`src/rtl/pifo_calendar_cpu_master_if.sv`:
```
// Purpose : bundles the host request/response channel and the calendar CPU
//           channel of pifo_calendar_cpu_master into one port.
// Latency : none (wires only).
// Backpressure: host_req_ready / host_rsp_ready carry the host-side handshake.
// Modports: master = the access master itself; slave = its peers
//           (register bridge plus calendar).
interface pifo_calendar_cpu_master_if #(
  parameter int PIFO_CALENDAR_INDEX_WIDTH = 10,
  parameter int PIFO_ROOT_WIDTH           = 32
);
  // host request channel
  logic                                 host_req_valid;
  logic                                 host_req_ready;
  logic                                 host_req_write;
  logic [PIFO_CALENDAR_INDEX_WIDTH-1:0] host_req_addr;
  logic [PIFO_ROOT_WIDTH-1:0]           host_req_wdata;
  // host response channel
  logic                                 host_rsp_valid;
  logic                                 host_rsp_ready;
  logic [PIFO_ROOT_WIDTH-1:0]           host_rsp_rdata;
  logic                                 host_rsp_err;
  // calendar CPU channel
  logic                                 cpu_rd_valid;
  logic [PIFO_CALENDAR_INDEX_WIDTH-1:0] cpu_rd_addr;
  logic                                 cpu_rd_result_valid;
  logic [PIFO_ROOT_WIDTH-1:0]           cpu_rd_result;
  logic                                 cpu_wr_valid;
  logic [PIFO_CALENDAR_INDEX_WIDTH-1:0] cpu_wr_addr;
  logic [PIFO_ROOT_WIDTH-1:0]           cpu_wr_data;
  logic                                 cpu_wr_result_valid;

  modport master (
    input  host_req_valid, host_req_write, host_req_addr, host_req_wdata,
    output host_req_ready,
    output host_rsp_valid, host_rsp_rdata, host_rsp_err,
    input  host_rsp_ready,
    output cpu_rd_valid, cpu_rd_addr,
    input  cpu_rd_result_valid, cpu_rd_result,
    output cpu_wr_valid, cpu_wr_addr, cpu_wr_data,
    input  cpu_wr_result_valid
  );

  modport slave (
    output host_req_valid, host_req_write, host_req_addr, host_req_wdata,
    input  host_req_ready,
    input  host_rsp_valid, host_rsp_rdata, host_rsp_err,
    output host_rsp_ready,
    input  cpu_rd_valid, cpu_rd_addr,
    output cpu_rd_result_valid, cpu_rd_result,
    input  cpu_wr_valid, cpu_wr_addr, cpu_wr_data,
    output cpu_wr_result_valid
  );
endinterface

```
`src/rtl/pifo_calendar_cpu_master.sv`:
```
// Purpose : serialises host register reads/writes into single-cycle CPU pulses
//           toward the PIFO calendar, waits for the result strobe under a timeout.
// Latency : read rsp 3 cycles after request handshake (1-cycle calendar), OOR 1, timeout 2+TIMEOUT_CYCLES.
// Backpressure: one access outstanding; host_req_ready low outside IDLE; rsp held until host_rsp_ready.
// Ports   : clk, rstn (synchronous, active-low), bus (pifo_calendar_cpu_master_if.master).
//           With PIFO_CPU_MASTER_STATS_EN defined: stat_rd_count, stat_wr_count,
//           stat_timeout_count (16-bit saturating completion/timeout counters).
module pifo_calendar_cpu_master #(
  parameter int PIFO_CALENDAR_SIZE        = 1024,
  parameter int PIFO_CALENDAR_INDEX_WIDTH = 10,
  parameter int PIFO_ROOT_WIDTH           = 32,
  parameter int TIMEOUT_WIDTH             = 8,
  parameter int TIMEOUT_CYCLES            = 200
) (
  input  logic                         clk,
  input  logic                         rstn,
  pifo_calendar_cpu_master_if.master   bus
`ifdef PIFO_CPU_MASTER_STATS_EN
  ,
  output logic [15:0]                  stat_rd_count,
  output logic [15:0]                  stat_wr_count,
  output logic [15:0]                  stat_timeout_count
`endif
);

  localparam logic [TIMEOUT_WIDTH-1:0] CNT_LAST  = TIMEOUT_WIDTH'(TIMEOUT_CYCLES - 1);
  localparam logic [31:0]              SIZE_LIM  = 32'(PIFO_CALENDAR_SIZE);

  typedef enum logic [2:0] {
    IDLE, RD_ISSUE, RD_WAIT, WR_ISSUE, WR_WAIT, RESP
  } state_t;

  state_t                               state;
  logic [TIMEOUT_WIDTH-1:0]             wait_cnt;
  logic [PIFO_CALENDAR_INDEX_WIDTH-1:0] req_addr;
  logic [PIFO_ROOT_WIDTH-1:0]           req_wdata;
  logic                                 req_ready;
  logic                                 rsp_valid;
  logic [PIFO_ROOT_WIDTH-1:0]           rsp_rdata;
  logic                                 rsp_err;
  logic                                 rd_pulse;
  logic                                 wr_pulse;

  // Address/data toward the calendar come straight from the latched request,
  // so they stay stable from ISSUE until the next request is accepted.
  assign bus.host_req_ready = req_ready;
  assign bus.host_rsp_valid = rsp_valid;
  assign bus.host_rsp_rdata = rsp_rdata;
  assign bus.host_rsp_err   = rsp_err;
  assign bus.cpu_rd_valid   = rd_pulse;
  assign bus.cpu_rd_addr    = req_addr;
  assign bus.cpu_wr_valid   = wr_pulse;
  assign bus.cpu_wr_addr    = req_addr;
  assign bus.cpu_wr_data    = req_wdata;

  // Transfer direction is carried by the state itself (RD_* vs WR_*), so only
  // address and write data need latching.
  always_ff @(posedge clk) begin
    if (!rstn) begin
      state     <= IDLE;
      wait_cnt  <= '0;
      req_addr  <= '0;
      req_wdata <= '0;
      req_ready <= 1'b1;
      rsp_valid <= 1'b0;
      rsp_rdata <= '0;
      rsp_err   <= 1'b0;
      rd_pulse  <= 1'b0;
      wr_pulse  <= 1'b0;
`ifdef PIFO_CPU_MASTER_STATS_EN
      stat_rd_count      <= '0;
      stat_wr_count      <= '0;
      stat_timeout_count <= '0;
`endif
    end else begin
      rd_pulse <= 1'b0;
      wr_pulse <= 1'b0;
      case (state)
        IDLE: begin
          if (bus.host_req_valid && req_ready) begin
            req_addr  <= bus.host_req_addr;
            req_wdata <= bus.host_req_wdata;
            req_ready <= 1'b0;
            if (32'(bus.host_req_addr) >= SIZE_LIM) begin
              // Out of range: answer immediately, calendar never sees it.
              state     <= RESP;
              rsp_valid <= 1'b1;
              rsp_err   <= 1'b1;
              rsp_rdata <= '0;
            end else if (bus.host_req_write) begin
              state    <= WR_ISSUE;
              wr_pulse <= 1'b1;
            end else begin
              state    <= RD_ISSUE;
              rd_pulse <= 1'b1;
            end
          end
        end
        RD_ISSUE: begin
          wait_cnt <= '0;
          state    <= RD_WAIT;
        end
        WR_ISSUE: begin
          wait_cnt <= '0;
          state    <= WR_WAIT;
        end
        RD_WAIT, WR_WAIT: begin
          // Only the strobe matching the direction is honoured; a strobe on the
          // final count beats the timeout.
          if ((state == RD_WAIT) ? bus.cpu_rd_result_valid : bus.cpu_wr_result_valid) begin
            state     <= RESP;
            rsp_valid <= 1'b1;
            rsp_err   <= 1'b0;
            rsp_rdata <= (state == RD_WAIT) ? bus.cpu_rd_result : '0;
`ifdef PIFO_CPU_MASTER_STATS_EN
            if (state == RD_WAIT) begin
              if (stat_rd_count != 16'hFFFF) stat_rd_count <= stat_rd_count + 16'd1;
            end else begin
              if (stat_wr_count != 16'hFFFF) stat_wr_count <= stat_wr_count + 16'd1;
            end
`endif
          end else if (wait_cnt == CNT_LAST) begin
            state     <= RESP;
            rsp_valid <= 1'b1;
            rsp_err   <= 1'b1;
            rsp_rdata <= '0;
`ifdef PIFO_CPU_MASTER_STATS_EN
            if (stat_timeout_count != 16'hFFFF) stat_timeout_count <= stat_timeout_count + 16'd1;
`endif
          end else begin
            wait_cnt <= wait_cnt + 1'b1;
          end
        end
        RESP: begin
          if (bus.host_rsp_ready) begin
            state     <= IDLE;
            rsp_valid <= 1'b0;
            rsp_rdata <= '0;
            rsp_err   <= 1'b0;
            req_ready <= 1'b1;
          end
        end
        default: begin
          state     <= IDLE;
          req_ready <= 1'b1;
          rsp_valid <= 1'b0;
        end
      endcase
    end
  end

endmodule

```
`src/flat_wrapper.sv`:
```
// flat-port wrapper written by rule: the top's interface ports become plain ports
module pifo_calendar_cpu_master_flat 
#(
  parameter int PIFO_CALENDAR_SIZE        = 1024,
  parameter int PIFO_CALENDAR_INDEX_WIDTH = 10,
  parameter int PIFO_ROOT_WIDTH           = 32,
  parameter int TIMEOUT_WIDTH             = 8,
  parameter int TIMEOUT_CYCLES            = 200
)
  (clk, rstn, bus_host_req_valid, bus_host_req_write, bus_host_req_addr, bus_host_req_wdata, bus_host_req_ready, bus_host_rsp_valid, bus_host_rsp_rdata, bus_host_rsp_err, bus_host_rsp_ready, bus_cpu_rd_valid, bus_cpu_rd_addr, bus_cpu_rd_result_valid, bus_cpu_rd_result, bus_cpu_wr_valid, bus_cpu_wr_addr, bus_cpu_wr_data, bus_cpu_wr_result_valid);
  pifo_calendar_cpu_master_if #(.PIFO_CALENDAR_INDEX_WIDTH(PIFO_CALENDAR_INDEX_WIDTH), .PIFO_ROOT_WIDTH(PIFO_ROOT_WIDTH)) bus_i ();
  input  logic clk;
  input  logic rstn;
  input wire logic [$bits(bus_i.host_req_valid)-1:0] bus_host_req_valid;
  input wire logic [$bits(bus_i.host_req_write)-1:0] bus_host_req_write;
  input wire logic [$bits(bus_i.host_req_addr)-1:0] bus_host_req_addr;
  input wire logic [$bits(bus_i.host_req_wdata)-1:0] bus_host_req_wdata;
  output wire logic [$bits(bus_i.host_req_ready)-1:0] bus_host_req_ready;
  output wire logic [$bits(bus_i.host_rsp_valid)-1:0] bus_host_rsp_valid;
  output wire logic [$bits(bus_i.host_rsp_rdata)-1:0] bus_host_rsp_rdata;
  output wire logic [$bits(bus_i.host_rsp_err)-1:0] bus_host_rsp_err;
  input wire logic [$bits(bus_i.host_rsp_ready)-1:0] bus_host_rsp_ready;
  output wire logic [$bits(bus_i.cpu_rd_valid)-1:0] bus_cpu_rd_valid;
  output wire logic [$bits(bus_i.cpu_rd_addr)-1:0] bus_cpu_rd_addr;
  input wire logic [$bits(bus_i.cpu_rd_result_valid)-1:0] bus_cpu_rd_result_valid;
  input wire logic [$bits(bus_i.cpu_rd_result)-1:0] bus_cpu_rd_result;
  output wire logic [$bits(bus_i.cpu_wr_valid)-1:0] bus_cpu_wr_valid;
  output wire logic [$bits(bus_i.cpu_wr_addr)-1:0] bus_cpu_wr_addr;
  output wire logic [$bits(bus_i.cpu_wr_data)-1:0] bus_cpu_wr_data;
  input wire logic [$bits(bus_i.cpu_wr_result_valid)-1:0] bus_cpu_wr_result_valid;
  assign bus_i.host_req_valid = bus_host_req_valid;
  assign bus_i.host_req_write = bus_host_req_write;
  assign bus_i.host_req_addr = bus_host_req_addr;
  assign bus_i.host_req_wdata = bus_host_req_wdata;
  assign bus_host_req_ready = bus_i.host_req_ready;
  assign bus_host_rsp_valid = bus_i.host_rsp_valid;
  assign bus_host_rsp_rdata = bus_i.host_rsp_rdata;
  assign bus_host_rsp_err = bus_i.host_rsp_err;
  assign bus_i.host_rsp_ready = bus_host_rsp_ready;
  assign bus_cpu_rd_valid = bus_i.cpu_rd_valid;
  assign bus_cpu_rd_addr = bus_i.cpu_rd_addr;
  assign bus_i.cpu_rd_result_valid = bus_cpu_rd_result_valid;
  assign bus_i.cpu_rd_result = bus_cpu_rd_result;
  assign bus_cpu_wr_valid = bus_i.cpu_wr_valid;
  assign bus_cpu_wr_addr = bus_i.cpu_wr_addr;
  assign bus_cpu_wr_data = bus_i.cpu_wr_data;
  assign bus_i.cpu_wr_result_valid = bus_cpu_wr_result_valid;
  pifo_calendar_cpu_master #(.PIFO_CALENDAR_SIZE(PIFO_CALENDAR_SIZE), .PIFO_CALENDAR_INDEX_WIDTH(PIFO_CALENDAR_INDEX_WIDTH), .PIFO_ROOT_WIDTH(PIFO_ROOT_WIDTH), .TIMEOUT_WIDTH(TIMEOUT_WIDTH), .TIMEOUT_CYCLES(TIMEOUT_CYCLES)) u_core (.clk(clk), .rstn(rstn), .bus(bus_i));
endmodule
```
`config.mk`:
```
export PLATFORM = sky130hd
export DESIGN_NAME = pifo_calendar_cpu_master_flat
export DESIGN_NICKNAME = d
export VERILOG_FILES = /design/src/rtl/pifo_calendar_cpu_master_if.sv /design/src/rtl/pifo_calendar_cpu_master.sv /design/src/flat_wrapper.sv
export SDC_FILE = /design/constraint.sdc
export NUM_CORES = 1
export LEC_CHECK = 0
export CAP_MARGIN = 20
export CELL_PAD_IN_SITES_DETAIL_PLACEMENT = 0
export CELL_PAD_IN_SITES_GLOBAL_PLACEMENT = 2
export CORE_MARGIN = 5
export CORE_UTILIZATION = 20
export CTS_CLUSTER_DIAMETER = 120
export DETAILED_ROUTE_END_ITERATION = 8
export PLACE_DENSITY_LB_ADDON = 0.1
export SLEW_MARGIN = 20
export SYNTH_ARGS = -nofsm -noshare
export SYNTH_HDL_FRONTEND = slang
export SYNTH_SLANG_ARGS = --single-unit
export TNS_END_PERCENT = 20
```
`constraint.sdc`:
```
create_clock -name clk -period 2.05 [get_ports clk]
set_input_delay 0.205 -clock clk [delete_from_list [all_inputs] [get_ports clk]]
set_output_delay 0.205 -clock clk [all_outputs]
set_load 0.01 [all_outputs]
```
==> impl_metrics.env, run 1 <==
export IMPL_grt_pass1_vias=3209
export IMPL_synth_distinct_cells=33
export IMPL_ys_ff_latch=90
export IMPL_drc=0
export IMPL_routedWlPerCell_um=15.8
export IMPL_clock_latency_ns=0.35
export IMPL_worst_slew_pin_slew_ns=0.767
export IMPL_async_flop_share_pct=0
export IMPL_drt_total_wl_mm=12.1
export IMPL_crit_slowest_cell="or4_1"
export IMPL_numCtsBuffers=9
export IMPL_num_vias=3258
export IMPL_drt_pass1_iterations=4
export IMPL_synth_top_cell_area_share_pct=51.9
export IMPL_ir_drop_v=0.000406
export IMPL_antenna_found_initial=0
export IMPL_cp_max_fo=8
export IMPL_hpwl_mm=8.33
export IMPL_overflow=0
export IMPL_power_density_nw_per_um2=1110
export IMPL_synthCells=377
export IMPL_ys_top_cells_by_count="nand2_1 (95), dfxtp_1 (90), a21boi_0 (44)"
export IMPL_muxShareOfSynthArea_pct=0.576
export IMPL_period_needed_ns=1.93
export IMPL_grt_use_total_pct=11.4
export IMPL_fin_crit_sh_pct=94.0
export IMPL_setup_viol=0
export IMPL_netlist_area_um2=3470
export IMPL_worst_clock_skew_ns=0.0127
export IMPL_critPathLaunchType="flip-flop"
export IMPL_synth_avg_cell_area_um2=9.21
export IMPL_fp_dieH_um=142
export IMPL_dpl_cell_area_um2=5380
export IMPL_max_freq_mhz=519
export IMPL_yosysSeqAreaShare_pct=51.9
export IMPL_min_path_type="input port to flip-flop"
export IMPL_yosysTopAreaCell="dfxtp_1"
export IMPL_cts_root_buffer="clkbuf_16"
export IMPL_synth_fa_ha_area_share_pct=0.360
export IMPL_holdWs_ns=0.298
export IMPL_antenna_cells=0
export IMPL_synth_warnings=0
export IMPL_status="finished clean"
export IMPL_boundaryPins=170
export IMPL_fin_area_um2=5690
export IMPL_r2r_cells=6
export IMPL_synth_top_family_by_area="compound AO/OA/AOI/OAI gates"
export IMPL_clk_pin_slew_worst_paths_ns=0.07
export IMPL_antenna_left=0
export IMPL_min_delay_path_depth=3
export IMPL_core_um2=17200
export IMPL_crit_arrival_ns=2.16
export IMPL_hold_viol=0
export IMPL_clock_sinks=90
export IMPL_post_cts_buffers=0
export IMPL_synth_simple_gate_area_share_pct=19.3
export IMPL_initial_core_util_pct=20.2
export IMPL_synth_xor_area_share_pct=0.252
export IMPL_grt_max_degree=41
export IMPL_maxCapViolCount=0
export IMPL_fin_nets=618
export IMPL_syn2layout_area_growth_pct=63.9
export IMPL_synth_fp_nets=459
export IMPL_io_buffers=169
export IMPL_clockBufferDepth=2
export IMPL_cp_slowest_stage_delay_ns=0.45
export IMPL_synth_ff_type="dfxtp_1"
export IMPL_cp_cell_sequence="ha_1, nand4_1, or4_1, and3_4, o21a_2, a22o_1"
export IMPL_cts_resized=0
export IMPL_drv_slew=0
export IMPL_die_x_um=142
export IMPL_maxSlewHeadroom_pct=48.6
export IMPL_p_leak_nw=2.05
export IMPL_synthTopCellsByArea="dfxtp_1 (52%), nand2_1 (10%), a21boi_0 (9.5%)"
export IMPL_synth_compound_area_share_pct=21.2
export IMPL_cts_tree="built"
export IMPL_htreeDepth=3
export IMPL_die_area_um2=20100
export IMPL_cp_data_required_time_ns=2.28
export IMPL_drive_above_1_share_pct=7.41
export IMPL_synth_edf_count=0
export IMPL_stdcell_count=765
export IMPL_place_inst=748
export IMPL_cts_hold_buf=0
export IMPL_n_fill_cell=1835
export IMPL_grt_pass1_wl_mm=18.0
export IMPL_viasPerCell=4.26
export IMPL_synthMostInstantiatedCell="nand2_1"
export IMPL_routabilityCongestion=0.724
export IMPL_worstSetupEndpointType="flip-flop"
export IMPL_rows=48
export IMPL_critPathKind="flip-flop to flip-flop"
export IMPL_drtIter0Drc=109
cell type report:
cell class | instances | area [um^2] | area share (%)
clock inverter | 5 | 38.8 | 0.681
inverter | 2 | 7.51 | 0.132
sequential | 90 | 1800 | 31.7
multi-input combinational | 248 | 1490 | 26.2
tap | 225 | 282 | 4.95
timing repair buffer | 185 | 1830 | 32.2
clock buffer | 10 | 239 | 4.20
layout by cell type (no fill, tap or decap), types with 3 or more instances in the layout:
cell type        instances
nor2_1                   7
a21boi_0                44
clkdlybuf4s50_1        168
nand3_1                 15
dfxtp_1                 90
buf_4                   14
a22o_1                  32
nand2_1                 95
nand4_1                  6
or4_1                    5
nand2b_1                 4
clkbuf_16                9
o22ai_1                  3
a21oi_1                  5
o21ai_0                  4
power by group:
group	internal, mW	switching (mW)
clock	0.855	0.711
combinational	1.22	1.23
sequential	2.10	0.213
critical path: cells and delay by family (launching register included):
family          cells  cell delay (ns)
simple gates        3             0.77
flops               1             0.37
compound gates      2             0.50
fa+ha+maj           1             0.18
stage by stage:
step	setup TNS, ns	worst slack (ns)	util, %	total power, mW
2_1_floorplan	0	0.0474	-	3.54
3_3_place_gp	0	0.0257	31.3	4.78
3_5_place_dp	0	0.0549	31.3	4.78
4_1_cts	0	0.0500	32.9	6.41
5_1_grt	-0.00737	-0.00737	33.1	6.76
6_report	0	0.122	33.1	6.33
routing by layer:
layer  GRT usage (%)  share of wire (%)
met5               0                  0
met4            3.94                1.3
met3            3.54                6.4
met2            19.0                 48
met1            13.9                 44
cells by family (layout without fill, tap and decap cells):
kind of cell             after synthesis  after routing
AND/OR/NAND/NOR                      147            147
adder cells (fa/ha/maj)                1              1
XOR/XNOR                               1              1
multiplexers                           2              2
AO/OA/AOI/OAI                         95             97
buffers and inverters                 41            202
flip-flops                            90             90
path summary, 6_finish.rpt:
path	to	startpoint	slack (ns)
setup / recovery	u_core.bus.host_rsp_rdata[28]	u_core.wait_cnt[0]	0.12
hold / removal	u_core.bus.host_req_ready	rstn	0.30
setup reg to reg	u_core.bus.host_rsp_rdata[28]	u_core.wait_cnt[0]	0.12
hold reg to reg	u_core.bus.cpu_wr_data[14]	u_core.bus.cpu_wr_data[14]	0.46
state kept, by name, summed over array words and instances, names as in the netlist:
| signal | count |
|---|---|
| u_core.bus.cpu_rd_addr | 10 |
| u_core.bus.cpu_rd_valid | 1 |
| u_core.bus.cpu_wr_data | 32 |
| u_core.bus.cpu_wr_valid | 1 |
| u_core.bus.host_req_ready | 1 |
| u_core.bus.host_rsp_err | 1 |
| u_core.bus.host_rsp_rdata | 32 |
| u_core.bus.host_rsp_valid | 1 |
| u_core.state | 3 |
| u_core.wait_cnt | 8 |
No activity file was read; power rests on OpenSTA's default activity.
==> run 2: changes to the inputs <==
--- a/config.mk
+++ b/config.mk
@@ -8,7 +8,7 @@
 export CAP_MARGIN = 20
 export CELL_PAD_IN_SITES_DETAIL_PLACEMENT = 0
 export CELL_PAD_IN_SITES_GLOBAL_PLACEMENT = 2
-export CORE_MARGIN = 5
+export CORE_MARGIN = 2
 export CORE_UTILIZATION = 20
 export CTS_CLUSTER_DIAMETER = 120
 export DETAILED_ROUTE_END_ITERATION = 8
==> run 2 against run 1 <==
  * Worst hold slack worse by 0.026 ns
  * Combinational power about the same
  * Register-to-register slack about the same
  * First-iteration DRC count down 27%
  * Clock skew down 0.0071 ns
  * Clock power up 8%
  * Core utilization up 0.28 points
  * Largest power group unchanged
  * Worst setup slack worse by 0.014 ns
  * Count of clock-buffer cells in the layout up 2
  * Critical path depth unchanged
  * Sequential cell count unchanged
==> impl_metrics.env, run 2 (synthesis results as in run 1) <==
export IMPL_status="finished clean"
export IMPL_drv_slew=0
export IMPL_ir_drop_v=0.000391
export IMPL_grt_max_degree=43
export IMPL_r2r_cells=6
export IMPL_cts_hold_buf=0
export IMPL_routedWlPerCell_um=15.4
export IMPL_critPathKind="flip-flop to flip-flop"
export IMPL_hpwl_mm=7.72
export IMPL_die_x_um=136
export IMPL_layout_commonest_cell="clkdlybuf4s50_1"
export IMPL_swShare_pct=33.8
export IMPL_dpl_cell_area_um2=5370
export IMPL_maxSlewHeadroom_pct=42.2
export IMPL_cts_tree="built"
export IMPL_antenna_left=0
export IMPL_worst_clock_skew_ns=0.00554
export IMPL_p_seq_share_pct=35.5
export IMPL_io_buffers=169
export IMPL_cts_resized=0
export IMPL_antenna_cells=0
export IMPL_power_density_nw_per_um2=1130
export IMPL_fp_dieH_um=136
export IMPL_fin_crit_sh_pct=94.7
export IMPL_final_util_pct=33.4
export IMPL_crit_start="u_core.wait_cnt[0]"
export IMPL_drtIter0Drc=80
export IMPL_drt_pass1_iterations=4
export IMPL_clock_sinks=90
export IMPL_drive_above_1_share_pct=7.02
export IMPL_cp_max_fo=8
export IMPL_fin_nets=618
export IMPL_min_path_type="input port to flip-flop"
export IMPL_clockBufferDepth=2
export IMPL_clk_pin_slew_worst_paths_ns=0.07
export IMPL_p_leak_nw=2.06
export IMPL_post_cts_buffers=0
export IMPL_grt_use_total_pct=12.1
export IMPL_initial_core_util_pct=20.3
export IMPL_drt_total_wl_mm=11.8
export IMPL_cp_data_required_time_ns=2.29
export IMPL_antenna_found_initial=0
export IMPL_crit_arrival_ns=2.18
export IMPL_worstSetupEndpointType="flip-flop"
export IMPL_worst_slew_pin_slew_ns=0.863
export IMPL_final_cell_mix="clkdlybuf4s50_1 (168), nand2_1 (95), dfxtp_1 (90)"
export IMPL_endpoint="u_core.bus.host_rsp_rdata[26]"
export IMPL_hold_viol=0
export IMPL_num_vias=3261
export IMPL_cellInternalPower_mw=4.29
export IMPL_clock_latency_ns=0.35
export IMPL_finalPower_mw=6.48
export IMPL_rows=48
export IMPL_combPwrFrac_pct=38.5
export IMPL_core_um2=17100
export IMPL_boundaryPins=170
export IMPL_critPathLaunchType="flip-flop"
export IMPL_drc=0
export IMPL_setup_viol=0
export IMPL_reg2reg_slack_ns=0.11
export IMPL_syn2layout_area_growth_pct=64.7
export IMPL_tns_ns=0
export IMPL_reg2reg_from="u_core.wait_cnt[0]"
export IMPL_grt_pass1_vias=3199
export IMPL_viasPerCell=4.26
export IMPL_switchingPower_mw=2.19
export IMPL_fin_area_um2=5720
export IMPL_p_clk_share_pct=26.0
export IMPL_numCtsBuffers=9
export IMPL_routabilityCongestion=0.762
export IMPL_grt_pass1_wl_mm=17.0
export IMPL_overflow=0
export IMPL_die_area_um2=18400
export IMPL_timing_rr_end="u_core.bus.host_rsp_rdata[26]"
export IMPL_period_needed_ns=1.94
export IMPL_cts_root_buffer="clkbuf_16"
export IMPL_maxCapViolCount=0
export IMPL_htreeDepth=3
export IMPL_max_freq_mhz=515
-- run 2: worst min-delay path by stage --
| stage | depth (start not counted) | to | startpoint | slack [ns] |
|---|---|---|---|---|
| 4_1_cts | 2 | u_core.wait_cnt[1] | rstn | 0.20 |
| 5_1_grt | 2 | u_core.bus.cpu_wr_data[22] | rstn | 0.27 |
| 6_report | 2 | u_core.bus.cpu_wr_data[23] | rstn | 0.27 |
| 3_3_place_gp | 2 | u_core.bus.cpu_wr_data[30] | u_core.bus.cpu_wr_data[30] | 0.45 |
| 2_1_floorplan | 1 | u_core.bus.cpu_rd_valid | bus_host_req_write | 0.28 |
| 3_5_place_dp | 1 | u_core.bus.host_rsp_rdata[20] | u_core.bus.host_rsp_rdata[20] | 0.46 |
-- run 2: critical path: stages, from the launching register on --
cell,delay [ns]
dfxtp_1,0.37
ha_1,0.19
nand4_1,0.09
or4_1,0.46
and3_4,0.25
o21a_4,0.27
a22o_1,0.20
-- run 2: power by group through the flow --
stage | Clock (mW) | Sequential [mW] | Combinational, mW
global route | 1.82 | 2.35 | 2.72
finish | 1.69 | 2.30 | 2.49
CTS | 1.76 | 2.30 | 2.41
floorplan | 0 | 2.46 | 1.08
global placement | 0 | 2.33 | 2.40
detailed placement | 0 | 2.34 | 2.41
-- run 2: area by class of cell --
type                    instances  area (um^2)
fillers                      1781        11400
clock inverters                 4         51.3
flip-flops and latches         90         1800
well taps                     225          282
clock buffers                  12          236
repair buffers                184         1820
multi-input cells             249         1520
inverters                       2         7.51
-- run 2: metal layers --
| layer | up-vias | global-route usage, % | part of all wire (%) |
|---|---|---|---|
| met3 | 14 | 3.29 | 5.9 |
| met5 | - | 0 | 0 |
| li1 | 1619 | - | - |
| met4 | 0 | 5.61 | 1.6 |
| met2 | 101 | 19.8 | 48 |
| met1 | 1527 | 14.6 | 45 |
-- run 2: metrics by stage --
stage	hold slack, ns	worst slack, ns	instances
final	0.273	0.108	766
after global routing	0.270	-0.00336	766
after CTS	0.199	0.0390	763
after detailed placement	0.456	0.0435	747
after global placement	0.449	0.112	747
after floorplan	0.277	0.0474	377
